==> src/rtl/lfsr_encrypt_engine.sv <==
// Frame encryptor: 64-byte frames of space padding + message, XORed with a 7-bit LFSR.
// Build option ENC_PARITY_EN puts the even parity of the 7 cipher bits in bit 7 of each output byte.
module lfsr_encrypt_engine (
  input  logic       clk_i,
  input  logic       rst_ni,
  input  logic       start_i,
  input  logic [6:0] taps_i,
  input  logic [6:0] seed_i,
  input  logic [3:0] pre_len_i,
  input  logic [5:0] msg_len_i,
  input  logic [7:0] in_data_i,
  input  logic       in_valid_i,
  output logic       in_ready_o,
  output logic [7:0] out_data_o,
  output logic       out_valid_o,
  input  logic       out_ready_i,
  output logic       ack_o
);

  typedef enum logic [2:0] {
    S_IDLE,
    S_PRE,
    S_MSG,
    S_POST,
    S_DONE
  } state_e;

  localparam logic [6:0] FRAME_LEN = 7'd64;
  localparam logic [5:0] MSG_MAX   = 6'd49;
  localparam logic [6:0] SPACE     = 7'h20;

  state_e     state_q, state_d;
  logic [6:0] lfsr_q, lfsr_d;
  logic [5:0] idx_q, idx_d;
  logic [6:0] taps_q, taps_d;
  logic [3:0] pre_len_q, pre_len_d;
  logic [5:0] msg_len_q, msg_len_d;
  logic [7:0] out_data_q, out_data_d;
  logic       out_valid_q, out_valid_d;
  logic       ack_q, ack_d;

  logic       slot_free;
  logic       start_ok;
  logic       emit;
  logic       in_ready;
  logic [5:0] msg_len_clamped;
  logic [6:0] seed_fixed;
  logic [6:0] idx_inc;
  logic [6:0] msg_end;
  logic [6:0] plain;
  logic [6:0] cipher;
  logic       parity;
  logic       unused_in_msb;

  // Plaintext is 7-bit ASCII; the top bit of the input character carries nothing.
  assign unused_in_msb = in_data_i[7];

  assign slot_free       = !out_valid_q || out_ready_i;
  assign start_ok        = start_i && (state_q == S_IDLE || state_q == S_DONE);
  assign msg_len_clamped = (msg_len_i > MSG_MAX) ? MSG_MAX : msg_len_i;
  assign seed_fixed      = (seed_i == 7'h00) ? 7'h01 : seed_i;
  assign idx_inc         = {1'b0, idx_q} + 7'd1;
  assign msg_end         = {3'b000, pre_len_q} + {1'b0, msg_len_q};

  assign plain  = (state_q == S_MSG) ? in_data_i[6:0] : SPACE;
  assign cipher = plain ^ lfsr_q;

`ifdef ENC_PARITY_EN
  assign parity = ^cipher;
`else
  assign parity = 1'b0;
`endif

  // State register.
  always_ff @(posedge clk_i) begin
    if (!rst_ni) begin
      state_q <= S_IDLE;
    end else begin
      // NOTE: registers take <= so every flop samples pre-edge values, independent of block order.
      state_q <= state_d;
    end
  end

  // Next-state logic: each move happens on the emit of the last byte of a section.
  always_comb begin
    // NOTE: default first, so no path through the case leaves state_d unassigned (no latch).
    state_d = state_q;
    unique case (state_q)
      S_IDLE, S_DONE: begin
        if (start_ok) begin
          if (pre_len_i != 4'd0) begin
            state_d = S_PRE;
          end else if (msg_len_clamped != 6'd0) begin
            state_d = S_MSG;
          end else begin
            state_d = S_POST;
          end
        end
      end
      S_PRE: begin
        if (emit && idx_inc == {3'b000, pre_len_q}) begin
          state_d = (msg_len_q != 6'd0) ? S_MSG : S_POST;
        end
      end
      S_MSG: begin
        if (emit) begin
          // A 15-byte pad plus a 49-byte message fills the frame with no trailing pad.
          if (idx_inc == FRAME_LEN) begin
            state_d = S_DONE;
          end else if (idx_inc == msg_end) begin
            state_d = S_POST;
          end
        end
      end
      S_POST: begin
        if (emit && idx_inc == FRAME_LEN) begin
          state_d = S_DONE;
        end
      end
      default: state_d = S_IDLE;
    endcase
  end

  // Output logic: handshake qualifiers derived from state and the output slot.
  always_comb begin
    emit     = 1'b0;
    in_ready = 1'b0;
    unique case (state_q)
      S_PRE, S_POST: emit = slot_free;
      S_MSG: begin
        in_ready = slot_free;
        emit     = slot_free && in_valid_i;
      end
      default: begin
        emit     = 1'b0;
        in_ready = 1'b0;
      end
    endcase
  end

  // Datapath next-state: config latch, LFSR, byte index, output slot, frame ack.
  always_comb begin
    lfsr_d      = lfsr_q;
    idx_d       = idx_q;
    taps_d      = taps_q;
    pre_len_d   = pre_len_q;
    msg_len_d   = msg_len_q;
    out_data_d  = out_data_q;
    out_valid_d = out_valid_q;
    ack_d       = ack_q;

    if (start_ok) begin
      taps_d    = taps_i;
      lfsr_d    = seed_fixed;
      pre_len_d = pre_len_i;
      msg_len_d = msg_len_clamped;
      idx_d     = 6'd0;
      ack_d     = 1'b0;
    end

    // The LFSR only steps together with a byte entering the output slot.
    if (emit) begin
      out_data_d  = {parity, cipher};
      out_valid_d = 1'b1;
      idx_d       = idx_q + 6'd1;
      lfsr_d      = {lfsr_q[5:0], ^(lfsr_q & taps_q)};
    end else if (out_ready_i) begin
      out_valid_d = 1'b0;
    end

    if (state_q == S_DONE && out_valid_q && out_ready_i && !start_ok) begin
      ack_d = 1'b1;
    end
  end

  always_ff @(posedge clk_i) begin
    if (!rst_ni) begin
      lfsr_q      <= 7'h01;
      idx_q       <= 6'd0;
      taps_q      <= 7'h00;
      pre_len_q   <= 4'd0;
      msg_len_q   <= 6'd0;
      out_data_q  <= 8'h00;
      out_valid_q <= 1'b0;
      ack_q       <= 1'b0;
    end else begin
      lfsr_q      <= lfsr_d;
      idx_q       <= idx_d;
      taps_q      <= taps_d;
      pre_len_q   <= pre_len_d;
      msg_len_q   <= msg_len_d;
      out_data_q  <= out_data_d;
      out_valid_q <= out_valid_d;
      ack_q       <= ack_d;
    end
  end

  assign in_ready_o  = in_ready;
  assign out_data_o  = out_data_q;
  assign out_valid_o = out_valid_q;
  assign ack_o       = ack_q;

endmodule

==> config.mk <==
export PLATFORM = sky130hd
export DESIGN_NAME = lfsr_encrypt_engine
export DESIGN_NICKNAME = d
export VERILOG_FILES = /design/src/rtl/lfsr_encrypt_engine.sv
export SDC_FILE = /design/constraint.sdc
export NUM_CORES = 1
export LEC_CHECK = 0
export BUFFER_PORTS_ARGS = -buffer_cell sky130_fd_sc_hd__buf_2
export CAP_MARGIN = 20
export CELL_PAD_IN_SITES_DETAIL_PLACEMENT = 1
export CELL_PAD_IN_SITES_GLOBAL_PLACEMENT = 1
export CORE_UTILIZATION = 41
export DETAILED_ROUTE_END_ITERATION = 16
export PLACE_DENSITY = 0.88
export SKIP_LAST_GASP = 1
export SYNTH_ARGS = -nofsm -noshare
export SYNTH_HDL_FRONTEND = slang
export SYNTH_SLANG_ARGS = --single-unit
==> constraint.sdc <==
create_clock -name clk_i -period 2.7 [get_ports clk_i]
set_clock_uncertainty 0.05 [all_clocks]
set_input_delay 0.675 -clock clk_i [delete_from_list [all_inputs] [get_ports clk_i]]
set_output_delay 0.675 -clock clk_i [all_outputs]
set_load 0.02 [all_outputs]
==> metrics <==
run status=complete, no violations; drt total wl=around 6800 um; # H-tree levels=2; sequential-to-total area share from yosys stat=32.6%; clk buf depth=2; WP data arrival=2.61 ns; Final Wtd Congestion=0.775; fin util=about half; WL met2=3380 um; count leader, synth=nand2_1; Primary FF master, synth=dfxtp_1; Row Count=28; overall routing resource usage=22.4%; clock sink count=42; startpoint types=flip-flop; Die W=81.3 um; Power Dens Cells=901 nW/um^2; RSZ-0062 raised after global routing=false; post_cts resized=0; number of global-route vias before repair=2352; Final Hold Vio Count=0; fin crit share=about nine tenths; global-route wire length before repair=11200 um; Congestion Overflow GR=0; Worst Tran Pin Value=0.555 ns; DPL Wire Length=about 5200 um; synthesized cell area=between 2000 and 3000 um^2; initial DRC count=115; largest net degree at the start of global routing=36; crit-path max FO=4; Slew headroom=63.0%; worst min-delay path class=flip-flop to flip-flop; Worst Path Required=2.89 ns; EDFF count, synth=0; Mapped Cells=about 320; Core ar.=5990 um^2; fin crit period=around 2.4 ns; ANT cells=0; initial antenna violation count=0; met1 wire length=3150 um; synthesized area per cell=between 7 and 8 um^2; P_leak=1.24 nW; worst-case vdd ir drop=535 uV; Num CTS Buffers=5; async set or reset register ratio after synthesis=0%; yosys warns=0; Hold Buf Count CTS=0; NumNets Final=401; I/O pin count=48; setup TNS=0 ns; DR WL/cell=15.7 um; Starting Density=about 43%; top cell type's share of synthesized area=32.6%; Clock Latency Late Sink=0.30 ns; Worst-path clk slew=0.08 ns; die area=6610 um^2; Setup Viol. Count Final=0; Post-CTS Setup Inserts=0; clk root buf=clkbuf_8; total number of vias=2374; commonest cells in the netlist=nand2_1 (78), dfxtp_1 (42), xnor2_1 (17); kind of critical path=flip-flop to flip-flop; top sig layer=met4; number of port buffers=45; fraction of layout cells with a size suffix above 1=20.1%; Tot Pwr=approximately 2.6 mW; number of synthesized register bits=between 40 and 50; Chip Height=81.3 um; Mapped Nets=366; Routed Antenna Nets=0; Via density=5.47; fmax=413 MHz; Final Max Tran Viols=0; Pre-antenna DRT Iters=4; Critical Path Sink Type=flip-flop; dominant cells by area after synthesis=dfxtp_1 (33%), nand2_1 (11%), xnor2_1 (5.8%); Syn-to-layout area delta=14.0%; Max-cap violations=0; largest area contributor in the netlist=dfxtp_1; CTS tree=yes; Yosys cell types=55; met3 wire length=149 um; # DRC=0
## cell type report
| cell class | instances | area [um^2] |
|---|---|---|
| clock inverter | 1 | 8.76 |
| timing repair buffer | 51 | 270 |
| multi-input combinational | 252 | 1620 |
| clock buffer | 7 | 86.3 |
| inverter | 6 | 22.5 |
| tap | 75 | 93.8 |
| fill | 757 | 3050 |
| sequential | 42 | 841 |
## cell families after synthesis
logic type / after synthesis / share of synthesized area (%)
AOI/OAI and AO/OA: 67 / 20.0
other: 1 / 0.145
adders and majority gates: 6 / 3.20
and+or+nand+nor: 146 / 27.0
xor gates and xnor gates: 30 / 11.2
buffers and inverters: 29 / 5.00
muxes: 2 / 0.777
DFF: 42 / 32.6
## path summary, 6_finish.rpt
| path | start | to | slack [ns] | cells past startpoint |
|---|---|---|---|---|
| worst max register to register | pre_len_q[0]$_SDFFE_PN0P_ | state_q[1]$_SDFFE_PN0P_ | 0.28 | 10 |
| worst max-delay path | pre_len_q[0]$_SDFFE_PN0P_ | state_q[1]$_SDFFE_PN0P_ | 0.28 | 10 |
| worst min-delay path | taps_q[2]$_SDFFE_PN0P_ | taps_q[2]$_SDFFE_PN0P_ | 0.41 | 2 |
| worst min register to register | taps_q[2]$_SDFFE_PN0P_ | taps_q[2]$_SDFFE_PN0P_ | 0.41 | 2 |
## worst max-delay path, cell delays in order (launching register included)
cell,delay [ns]
dfxtp_1,0.39
ha_1,0.20
inv_1,0.06
fa_1,0.40
nand2b_1,0.18
a21oi_2,0.22
nand3b_1,0.11
o21ai_0,0.09
a31oi_1,0.12
a211oi_2,0.31
o221a_1,0.23
## cell usage in the layout (no fill, tap or decap), types with 7 or more instances in the layout
cell type  instances
nand2_1           78
buf_2             45
dfxtp_1           42
xnor2_1           17
nand3_1           15
nor2_1            13
o211a_1           12
a21boi_1          11
xor2_1            11
o21ai_0            9
nor3_1             7
## state kept, by name, indices dropped and copies added, names as in the netlist
register     cells
out_data_o       7
pre_len_q        4
ack_o            1
lfsr_q           7
taps_q           7
idx_q            6
state_q          3
out_valid_o      1
msg_len_q        6
## stage by stage
stage          worst slack [ns]  instance area (um^2)  hold WS (ns)  std cells
2_1_floorplan             0.520                  2580         0.385        323
3_3_place_gp              0.353                  2840         0.396        426
3_5_place_dp              0.246                  2840         0.402        426
4_1_cts                   0.193                  2940         0.413        434
5_1_grt                  0.0377                  2940         0.444        434
6_report                  0.280                  2940         0.413        434
## metal layers
| layer | global-route usage, % | vias to the layer above |
|---|---|---|
| li1 | - | 1176 |
| met1 | 28.5 | 1151 |
| met2 | 38.2 | 35 |
| met3 | 3.93 | 12 |
| met4 | 6.96 | 0 |
| met5 | 0 | - |
## power by group
| part | leakage [nW] | internal (mW) | switching [mW] | total, mW |
|---|---|---|---|---|
| clock network | 0.0489 | 0.211 | 0.223 | 0.435 |
| logic | 0.843 | 0.497 | 0.711 | 1.21 |
| registers | 0.345 | 0.803 | 0.203 | 1.01 |
No activity file was read; power rests on OpenSTA's default activity.
